File: src/rtl/optical_frame_tx.sv
// Optical frame transmitter: serialises one byte per frame as
// alternating preamble, start bit, 8 data bits MSB first, even parity, stop bit.
module optical_frame_tx #(
    parameter int unsigned BIT_CYCLES    = 12,
    parameter int unsigned PREAMBLE_BITS = 8
) (
    input  logic       clock,
    input  logic       reset,
    input  logic [7:0] data_in,
    input  logic       data_valid,
    output logic       data_ready,
    output logic       tx_out,
    output logic       busy,
    output logic       bit_tick,
    output logic       frame_done
);

    localparam int unsigned CYC_W = (BIT_CYCLES > 2) ? $clog2(BIT_CYCLES) : 1;
    localparam int unsigned BIT_W = $clog2((PREAMBLE_BITS > 8) ? PREAMBLE_BITS : 8);
    localparam logic [CYC_W-1:0] CYC_LAST  = CYC_W'(BIT_CYCLES - 1);
    localparam logic [BIT_W-1:0] PRE_LAST  = BIT_W'(PREAMBLE_BITS - 1);
    localparam logic [BIT_W-1:0] DATA_LAST = BIT_W'(7);

    typedef enum logic [2:0] {
        IDLE,
        PREAMBLE,
        START,
        DATA,
        PARITY,
        STOP
    } state_t;

    state_t           state, state_nx;
    logic [CYC_W-1:0] cyc_cnt, cyc_nx;
    logic [BIT_W-1:0] bit_cnt, bit_nx;
    logic [7:0]       shreg, shreg_nx;
    logic             tx_nx, busy_nx, tick_nx, done_nx, ready_nx;
    logic             last_cyc;

    // State, counters, byte register and registered outputs
    always_ff @(posedge clock) begin
        if (reset) begin
            state      <= IDLE;
            cyc_cnt    <= '0;
            bit_cnt    <= '0;
            shreg      <= '0;
            tx_out     <= 1'b0;
            busy       <= 1'b0;
            bit_tick   <= 1'b0;
            frame_done <= 1'b0;
            data_ready <= 1'b0;
        end else begin
            state      <= state_nx;
            cyc_cnt    <= cyc_nx;
            bit_cnt    <= bit_nx;
            shreg      <= shreg_nx;
            tx_out     <= tx_nx;
            busy       <= busy_nx;
            bit_tick   <= tick_nx;
            frame_done <= done_nx;
            data_ready <= ready_nx;
        end
    end

    // Next state and next output values; the data byte rotates so it is
    // intact again for the parity bit after eight data bits
    always_comb begin
        state_nx = state;
        cyc_nx   = cyc_cnt;
        bit_nx   = bit_cnt;
        shreg_nx = shreg;
        last_cyc = (cyc_cnt == CYC_LAST);

        if (state == IDLE) begin
            if (data_valid && data_ready) begin
                state_nx = PREAMBLE;
                cyc_nx   = '0;
                bit_nx   = '0;
                shreg_nx = data_in;
            end
        end else begin
            cyc_nx = last_cyc ? '0 : cyc_cnt + 1'b1;
            if (last_cyc) begin
                case (state)
                    PREAMBLE: begin
                        if (bit_cnt == PRE_LAST) begin
                            state_nx = START;
                            bit_nx   = '0;
                        end else begin
                            bit_nx = bit_cnt + 1'b1;
                        end
                    end
                    START: begin
                        state_nx = DATA;
                        bit_nx   = '0;
                    end
                    DATA: begin
                        shreg_nx = {shreg[6:0], shreg[7]};
                        if (bit_cnt == DATA_LAST) begin
                            state_nx = PARITY;
                            bit_nx   = '0;
                        end else begin
                            bit_nx = bit_cnt + 1'b1;
                        end
                    end
                    PARITY: begin
                        state_nx = STOP;
                        bit_nx   = '0;
                    end
                    STOP: begin
                        state_nx = IDLE;
                        bit_nx   = '0;
                    end
                    default: begin
                        state_nx = IDLE;
                        bit_nx   = '0;
                    end
                endcase
            end
        end

        case (state_nx)
            PREAMBLE: tx_nx = ~bit_nx[0];
            START:    tx_nx = 1'b1;
            DATA:     tx_nx = shreg_nx[7];
            PARITY:   tx_nx = ^shreg_nx;
            default:  tx_nx = 1'b0;
        endcase

        busy_nx  = (state_nx != IDLE);
        ready_nx = (state_nx == IDLE);
        tick_nx  = (state_nx != IDLE) && (cyc_nx == '0);
        done_nx  = (state_nx == STOP) && (cyc_nx == CYC_LAST);
    end

endmodule

File: config.mk
export PLATFORM = sky130hd
export DESIGN_NAME = optical_frame_tx
export DESIGN_NICKNAME = d
export VERILOG_FILES = /design/src/rtl/optical_frame_tx.sv
export SDC_FILE = /design/constraint.sdc
export NUM_CORES = 1
export LEC_CHECK = 0
export CAP_MARGIN = 20
export CORE_MARGIN = 1.5
export CORE_UTILIZATION = 30
export DETAILED_ROUTE_END_ITERATION = 6
export PLACE_DENSITY_LB_ADDON = 0.25
export SLEW_MARGIN = 10
export SYNTH_ARGS = -nofsm -noshare
export SYNTH_HDL_FRONTEND = slang
export SYNTH_SLANG_ARGS = --single-unit
File: constraint.sdc
create_clock -name clock -period 2.6 [get_ports clock]
set_input_delay 0.26 -clock clock [delete_from_list [all_inputs] [get_ports clock]]
set_output_delay 0.26 -clock clock [all_outputs]
set_load 0.05 [all_outputs]
==> impl_metrics.toml, run 1 <==
[routing]
drc_errors = 0
wl_met2_mm = 1.31
drtIter0Drc = 45
firstDrtPassIters = 4
wl_met1_mm = 1.44
routedWlPerCell_microns = 13.7
met3_length_microns = 76
routed_wl_mm = 2.84
vias_per_cell = 5.18
num_vias = 1077
top_layer_used = "met4"
drtAntennaViolNets = 0

[critical_path]
reg2reg_depth = 9
startpoint = "cyc_cnt[0]"
end_kind = "flip-flop"
crit_path_start_kind = "flip-flop"
cp.arrival_ps = 2580
regToRegStartpoint = "cyc_cnt[0]"
reg2reg_to = "tx_out"
r2r_slack_ps = 200
worstPathMaxFanout = 6
required_ps = 2780
path_class = "flip-flop to flip-flop"
worstSetupEndpoint = "tx_out"

[sta]
setup_violations = 0
worst_pin_slew_ps = 491
fin_crit_sh_pct = 92.2
whs_ps = 544
skew_ps = 6.76
tns_ps = 0
grt_setup_unrepaired = "false"
setup_ws_ps = 202
maxSlewViolCount = 0
clock.fmax_mhz = 417
hold_viol = 0
period_minus_slack_ps = 2400
relSlewSlack_pct = 67.2

[cts]
cts_resized = 0
clk_transition_reported_paths_ps = 90
clockBufferDepth = 2
numCtsBuffers = 3
cts_tree = "done"
worstSkewPairLatency_ps = 270
holdBufCountCts = 0
postCtsSetupBuffers = 0
cts.htree.levels = 1
root_buffer = "clkbuf_8"
clkSinkCount = 23

[synth]
yosysMostFrequentCell = "nor2_1"
yosys_most_used_dff = "dfxtp_1"
syn_area_per_cell_sq_um = 8.55
ys_seq_area_share_pct = 38.7
async_flop_share_pct = 0
netlist_area_sq_um = 1190
synthTopCellsByCount = "nor2_1, dfxtp_1, a21oi_1, nand2_1"
synth_largest_type_area_fraction_pct = 38.7
yosys_register_bits = 23
yosysWarnings = 0
synth_top_area_cell = "dfxtp_1"
syn_nets = 153
synth.area.top_cells = "dfxtp_1, nor2_1, a21oi_1"
synthCells = 139
synth_edf_count = 0
netlist-cell-type-count = 35

[power]
intPower_w = 0.000571
p_sw_w = 0.000227
power.share.sequential_pct = 47.8
peakVddDrop_v = 0.000289
power.density_nw_per_um2 = 543
p_sw_share_pct = 28.4
power_frac_comb_pct = 23.6
power.share.clock_pct = 28.6
power_leakage_nw = 0.556

[floorplan]
design.core.area_sq_um = 3740
rows = 22
initial_utilization_pct = 31.8
dieArea_sq_um = 4350
fp.dieH_microns = 65.9
die_w_microns = 65.9
io-pin-count = 16

[global_routing]
grt_pass1_wl_mm = 4.54
grt-ovfl-total = 0
grt_pass1_vias = 978
grt_usage_pct = 13.6
antenna_found_initial = 0
grt_max_degree = 14

[final_layout]
drive_above_1_share_pct = 10.0
antennaDiodeCount = 0
area_growth_pct = 23.5
finalNonFillerCells = 208
final_core_util_pct = 39.2
final_nets = 175

[run_status]
status = "finished clean"

[placement]
dp_worst_setup_slack_ps = 28.4
dp_cells = 204
globalplace.congestion = 0.868
io_buffers = 15
hpwlAfterDp_mm = 2.16

[min_path]
hp-start = "bit_cnt[1]"
min_path_type = "flip-flop to flip-flop"

[run]
cap_violations = 0
-- cell type report --
type	count	area, sq um
multi-input combinational	110	691
clock buffer	3	41.3
timing repair buffer	23	210
tap	48	60.1
sequential	23	460
fill	401	2280
clock inverter	1	5.00
-- worst max-delay path: stages (launching register included) --
cell      delay (ps)
dfxtp_1          410
ha_1             250
and3b_1          210
nand3_1          140
buf_4            190
o221ai_1         260
xnor2_1          190
xnor3_1          270
xnor2_1          140
o32ai_1          250
-- cells in the final DEF, fill, tap and decap left out, types with 3 or more instances in the layout --
cell	count
a22oi_1	3
o21ai_0	5
or3_1	5
clkbuf_8	3
buf_4	8
a31oi_1	3
nor2b_1	5
nand3_1	4
dfxtp_1	23
nor2_1	28
ha_1	3
clkdlybuf4s50_1	15
nand2_1	6
a21oi_1	11
nor3_1	5
xnor2_1	4
-- power by group through the flow --
stage	sequential (W)	combinational [W]	clock [W]
after global placement	0.000388	0.000187	0
final	0.000381	0.000188	0.000228
after floorplan	0.000406	0.000122	0
after global routing	0.000383	0.000201	0.000248
after CTS	0.000381	0.000189	0.000227
after detailed placement	0.000389	0.000188	0
-- how the worst min path moves through the flow --
stage	end	slack, ps	depth (start not counted)
final	bit_cnt[1]	540	2
after global routing	bit_cnt[2]	600	2
after detailed placement	bit_cnt[1]	540	2
after floorplan	cyc_cnt[1]	340	1
after global placement	bit_cnt[1]	500	2
after CTS	bit_cnt[1]	560	2
-- stage by stage --
step           power [W]  area [sq um]
5_1_grt         0.000833          1470
2_1_floorplan   0.000528          1190
3_5_place_dp    0.000577          1420
4_1_cts         0.000796          1470
3_3_place_gp    0.000575          1420
6_report        0.000798          1470
-- per-layer routing --
| layer | up-vias | global-route usage, % |
|---|---|---|
| met5 | - | 0 |
| met4 | 0 | 3.83 |
| met3 | 2 | 2.21 |
| met2 | 16 | 21.1 |
| met1 | 512 | 19.4 |
| li1 | 547 | - |
-- cells by family after synthesis --
| family | Yosys count | share of synthesized area [%] |
|---|---|---|
| AO/OA/AOI/OAI | 37 | 21.3 |
| adder cells (fa/ha/maj) | 3 | 3.16 |
| AND/OR/NAND/NOR | 63 | 26.1 |
| XOR/XNOR | 6 | 6.74 |
| buffers and inverters | 6 | 3.16 |
| flip-flops | 23 | 38.7 |
| multiplexers | 1 | 0.842 |
-- flip-flops by register name, indices dropped and copies added, names as in the netlist --
name and flops:
bit_cnt 3, cyc_cnt 4, frame_done 1, bit_tick 1, busy 1, data_ready 1, state 3, shreg 8
tx_out 1
Note: power is estimated with default switching activity, not from simulation.
==> run 2: changes to the inputs <==
--- a/config.mk
+++ b/config.mk
@@ -5,7 +5,6 @@
 export SDC_FILE = /design/constraint.sdc
 export NUM_CORES = 1
 export LEC_CHECK = 0
-export CAP_MARGIN = 20
 export CORE_MARGIN = 1.5
 export CORE_UTILIZATION = 30
 export DETAILED_ROUTE_END_ITERATION = 6
==> constraint.sdc (replaced) <==
create_clock -name clock -period 2.7 [get_ports clock]
set_input_delay 0.27 -clock clock [delete_from_list [all_inputs] [get_ports clock]]
set_output_delay 0.27 -clock clock [all_outputs]
set_load 0.05 [all_outputs]
==> run 2 against run 1 <==
First-iteration DRC count decreased by 36%. Hold slack got worse by 19 ps. Routed wire length fell by 3.6%.
==> impl_metrics.toml, run 2 (same netlist as run 1, synthesis figures left out) <==
[final_layout]
layout_commonest_cell = "nor2_1"
top_register = "shreg"
drive_above_1_share_pct = 9.43
largest_reg_flops = 8
layout_top_registers = "shreg: 8 flops, cyc_cnt: 4 flops"
area_growth_pct = 22.8
final_nets = 174
antennaDiodeCount = 0
final_cell_mix = "nor2_1, dfxtp_1, clkdlybuf4s50_1, a21oi_1, buf_4"

[placement]
io_buffers = 15
dp_worst_setup_slack_ps = 102
hpwlAfterDp_mm = 2.11
globalplace.congestion = 0.873

[floorplan]
rows = 22
initial_utilization_pct = 31.8
fp.dieH_microns = 65.9
dieArea_sq_um = 4350
io-pin-count = 16
die_w_microns = 65.9
design.core.area_sq_um = 3740

[critical_path]
path_class = "flip-flop to flip-flop"
worstSetupEndpoint = "tx_out"
startpoint = "state[0]"
worstPathMaxFanout = 10
cp.arrival_ps = 2660
end_kind = "flip-flop"
r2r_slack_ps = 210
reg2reg_depth = 7
required_ps = 2880
regToRegStartpoint = "state[0]"
reg2reg_to = "tx_out"
crit_path_start_kind = "flip-flop"

[cts]
cts_tree = "done"
worstSkewPairLatency_ps = 270
holdBufCountCts = 0
postCtsSetupBuffers = 0
numCtsBuffers = 3
clk_transition_reported_paths_ps = 80
cts_resized = 0
cts.htree.levels = 1
root_buffer = "clkbuf_8"
clockBufferDepth = 2
clkSinkCount = 23

[global_routing]
antenna_found_initial = 0
grt_usage_pct = 14.2
grt_pass1_wl_mm = 4.77
grt-ovfl-total = 0
grt_max_degree = 16
grt_pass1_vias = 988

[routing]
firstDrtPassIters = 4
drtAntennaViolNets = 0
num_vias = 1092
vias_per_cell = 5.28
routed_wl_mm = 2.74
routedWlPerCell_microns = 13.2
drc_errors = 0
drtIter0Drc = 29

[sta]
hold_viol = 0
worst_pin_slew_ps = 564
period_minus_slack_ps = 2490
tns_ps = 0
fin_crit_sh_pct = 92.1
maxSlewViolCount = 0
setup_violations = 0
relSlewSlack_pct = 62.3
grt_setup_unrepaired = "false"
skew_ps = 8.02
clock.fmax_mhz = 402
setup_ws_ps = 213

[power]
peakVddDrop_v = 0.000252
power.density_nw_per_um2 = 518
power_leakage_nw = 0.551

[min_path]
min_path_type = "flip-flop to flip-flop"

[run_status]
status = "finished clean"

[run]
cap_violations = 0
run 2: stage by stage:
step / hold WS (ps) / std cells / area, sq um / power (W) / util (%)
2_1_floorplan: 351 / 139 / 1190 / 0.000508 / -
3_3_place_gp: 502 / 203 / 1410 / 0.000552 / 37.8
3_5_place_dp: 513 / 203 / 1410 / 0.000552 / 37.8
4_1_cts: 533 / 207 / 1460 / 0.000767 / 39.0
5_1_grt: 553 / 207 / 1460 / 0.000797 / 39.0
6_report: 525 / 207 / 1460 / 0.000757 / 39.0
run 2: worst min path at each step:
stage,to,start,slack (ps),cells past startpoint
3_5_place_dp,bit_cnt[1],bit_cnt[1],510,2
6_report,bit_cnt[1],bit_cnt[1],530,2
2_1_floorplan,cyc_cnt[1],reset,350,1
4_1_cts,bit_cnt[1],bit_cnt[1],530,2
5_1_grt,bit_cnt[1],bit_cnt[1],550,2
3_3_place_gp,bit_cnt[2],bit_cnt[2],500,2
run 2: worst max-delay path, cell delays in order, from the launching register on:
cell	delay, ps
dfxtp_1	400
or3_1	550
or3_1	370
o221a_2	140
xnor2_1	200
xnor3_1	350
xnor2_1	140
o32ai_1	260
run 2: power breakdown:
part / internal [W] / switching [W] / total, W
clock: 0.000103 / 0.000110 / 0.000213
combinational: 0.0000886 / 0.0000861 / 0.000175
sequential: 0.000356 / 0.0000128 / 0.000369
total: 0.000548 / 0.000209 / 0.000757
run 2: area by class of cell:
class                      count  area (sq um)
clock inverter                 1          5.00
sequential                    23           460
multi-input combinational    110           691
clock buffer                   3          41.3
fill                         402          2280
tap                           48          60.1
timing repair buffer          22           203
run 2: per-layer routing:
layer | vias up | GRT usage [%] | routed length [microns]
met5 | - | 0 | 0
met3 | 5 | 2.90 | 82
met1 | 521 | 19.7 | 1320
met4 | 0 | 5.36 | 44
li1 | 549 | - | -
met2 | 17 | 21.7 | 1290
==> run 3: changes to the inputs <==
--- a/config.mk
+++ b/config.mk
@@ -7,6 +7,7 @@
 export LEC_CHECK = 0
 export CORE_MARGIN = 1.5
 export CORE_UTILIZATION = 30
+export CTS_BUF_LIST = sky130_fd_sc_hd__clkbuf_8
 export DETAILED_ROUTE_END_ITERATION = 6
 export PLACE_DENSITY_LB_ADDON = 0.25
 export SLEW_MARGIN = 10
==> results of run 3 <==
Same layout as run 2: the final DEF is identical, and so are final timing and power.
==> RTL change: new RTL, flow settings as in run 2 <==
`shreg` no longer has a reset.
--- a/src/rtl/optical_frame_tx.sv
+++ b/src/rtl/optical_frame_tx.sv
@@ -43,7 +43,6 @@
             state      <= IDLE;
             cyc_cnt    <= '0;
             bit_cnt    <= '0;
-            shreg      <= '0;
             tx_out     <= 1'b0;
             busy       <= 1'b0;
             bit_tick   <= 1'b0;
@@ -53,13 +52,16 @@
             state      <= state_nx;
             cyc_cnt    <= cyc_nx;
             bit_cnt    <= bit_nx;
-            shreg      <= shreg_nx;
             tx_out     <= tx_nx;
             busy       <= busy_nx;
             bit_tick   <= tick_nx;
             frame_done <= done_nx;
             data_ready <= ready_nx;
         end
+    end
+
+    always_ff @(posedge clock) begin
+        shreg <= shreg_nx;
     end
 
     // Next state and next output values; the data byte rotates so it is
Check against the original RTL: same outputs for any inputs over 10 cycles, from zero or initial values and one cycle with reset high; that may be too few to reach the edited logic, so the function may still have changed.
==> RTL change against run 2 <==
  * Wire length increased by 0.66%
  * Final area increased by 2.1%
  * Critical endpoint is now frame_done
  * Clock power increased by 3%
  * Cell count increased by 1.4%
  * Worst setup slack got worse by 0.012 ns
  * Sequential cell count unchanged
  * Highest routed layer unchanged
  * Total power increased by 18%
  * Combinational power increased by 57%
  * Area after synthesis increased by 0.63%
==> RTL change: results (changes against run 2) <==
- The data arrival at the endpoint of the critical path came to 2.70 ns (+0.04 ns).
* Final hold violation count: 0 (unchanged)
- Register Area: 460.4 sq um (unchanged)
* Area contributors post-synth: sky130_fd_sc_hd__dfxtp_1, sky130_fd_sc_hd__nor2_1, sky130_fd_sc_hd__a21oi_1, sky130_fd_sc_hd__o21ai_0, sky130_fd_sc_hd__ha_1
- Net Sw Power: 0.2670 mW (+28%)
- R2r endpoint: frame_done
- The number of global-route vias before repair came to 1012 (+2.4%).
- Post-placement setup slack: 0.1531 ns (+0.05147 ns)
- Gp weighted congestion: 0.8141 (-6.8%)
- Number of optimization iterations in the first detailed-route pass: 4 (unchanged)
- The fraction of the yosys area taken by sequential cells was 38.49% (-0.24 points).
* CTS buffer count: 3 (unchanged)
- The standard cell area after detailed placement came to 0.001445 sq mm (+2.2%).
- The post-synthesis cell type count was 43 (+23%).
* Initial antenna violation count: 0 (unchanged)
* Post-Layout Cell Count: 210 (+1.4%)
* HP Start: shreg[3]
* Met3 demand-to-capacity share in global routing: 3.918% (+1.0 points)
* Number of cells produced by synthesis: 139 (unchanged)
- Maximum level of the CTS H-tree: 1 (unchanged)
- The total track usage was 13.78% (-0.46 points).
- P_leak: 0.5580 nW (+1.3%)
- The worst-case headroom to the max-slew limit is 64.18% (+1.9 points).
- Final hold slack: 0.5184 ns (-0.007007 ns)
- Logic depth of the worst register-to-register path: 9 (+2)
- The maximum fanout encountered on the critical timing path came to 5 (-5).
- The number of nets in the finished design was 177 (+1.7%).
- The half-perimeter wire length after detailed placement was 2108 microns (about the same).
* Setup Buffers After CTS: 0 (unchanged)
* Bufs on Longest Clock Path: 2 (unchanged)
- The average vias per placed instance is 5.114 (-3.1%).
* Largest registers in the final layout: shreg: 8 flops, cyc_cnt: 4 flops
* Most used DFF post-synth: sky130_fd_sc_hd__dfxtp_1
- End point of the worst hold path: shreg[3]
- The number of design-rule violations left by the first detailed-router iteration came to 45 (+55%).
- Met1 routing resource usage after global routing: 17.35% (-2.4 points)
* Status: finished clean
- Clock-pin slew was measured on the worst setup and hold paths at 0.09 ns.
- Flop-to-flop setup slack: 0.20 ns
- First-pass GRT wire length: 4609 microns (-3.5%)
* Skew-Pair Late Insertion Delay: 0.27 ns (about the same)
* Maximum number of pins on one net before global-route repair: 15 (-1)
- Post-CTS Resized: 0 (unchanged)
- The count of port buffers added during placement is 15 (unchanged).
* Worst Skew: 0.005698 ns (-0.002322 ns)
* Global routing usage on met2: 23.38% (+1.7 points)
- Counting instances in the post-synthesis netlist gives the leading cell types as sky130_fd_sc_hd__dfxtp_1, sky130_fd_sc_hd__nor2_1, sky130_fd_sc_hd__a21oi_1.
- In this run the critical register-to-register path is launched from cyc_cnt[1].
- Wirelength per Cell: 13.13 microns (-0.78%)
- Worst VDD drop: 269.9 uV (+7.1%)
- FILL cells: 406 (+1.0%)
* Share of post-route cells with drive strength above 1: 13.58% (+4.1 points)
==> RTL change: logic make-up after synthesis <==
logic type | Yosys count | share of synthesized area [%]
and+or+nand+nor | 56 | 23.95
AOI/OAI and AO/OA | 38 | 22.70
DFF | 23 | 38.49
buffers and inverters | 11 | 4.602
xor gates and xnor gates | 7 | 6.277
adders and majority gates | 3 | 3.138
muxes | 1 | 0.8369
==> RTL change: critical path, stage by stage (launching register included) <==
cell and delay (ns):
sky130_fd_sc_hd__dfxtp_1 0.39, sky130_fd_sc_hd__ha_1 0.25, sky130_fd_sc_hd__and3b_1 0.28, sky130_fd_sc_hd__buf_4 0.16, sky130_fd_sc_hd__and2_1 0.21, sky130_fd_sc_hd__a32oi_1 0.17, sky130_fd_sc_hd__nor2_1 0.21, sky130_fd_sc_hd__inv_2 0.07
sky130_fd_sc_hd__or4_1 0.54, sky130_fd_sc_hd__nor3_1 0.14
==> RTL change: worst max-delay path by stage <==
stage	cells past startpoint	end	slack, ns	startpoint
2_1_floorplan	7	tx_out	0.26	data_ready
3_3_place_gp	8	tx_out	0.16	data_valid
3_5_place_dp	8	tx_out	0.15	data_valid
4_1_cts	9	frame_done	0.18	cyc_cnt[1]
5_1_grt	8	tx_out	-0.005	cyc_cnt[1]
6_report	9	frame_done	0.20	cyc_cnt[1]
==> RTL change: layout make-up <==
| type | count | area share, % |
|---|---|---|
| Sequential cell | 23 | 30.87 |
| Tap cell | 48 | 4.027 |
| Timing Repair Buffer | 25 | 15.10 |
| Clock buffer | 3 | 2.768 |
| Clock inverter | 1 | 0.3356 |
| Inverter | 5 | 1.258 |
| Multi-Input combinational cell | 105 | 45.64 |
==> RTL change: power by group through the flow <==
stage | sequential (mW) | clock [mW] | combinational (mW)
3_5_place_dp | 0.411 | 0 | 0.275
3_3_place_gp | 0.411 | 0 | 0.273
5_1_grt | 0.408 | 0.237 | 0.299
6_report | 0.402 | 0.219 | 0.275
2_1_floorplan | 0.424 | 0 | 0.193
4_1_cts | 0.403 | 0.228 | 0.277
==> RTL change: per-layer routing <==
| metal | routed length, microns | vias up | part of all wire (%) |
|---|---|---|---|
| met1 | 1269 | 497 | 46 |
| li1 | - | 549 | - |
| met5 | 0 | - | 0 |
| met4 | 15 | 0 | 0.54 |
| met3 | 145 | 4 | 5.3 |
| met2 | 1326 | 24 | 48 |
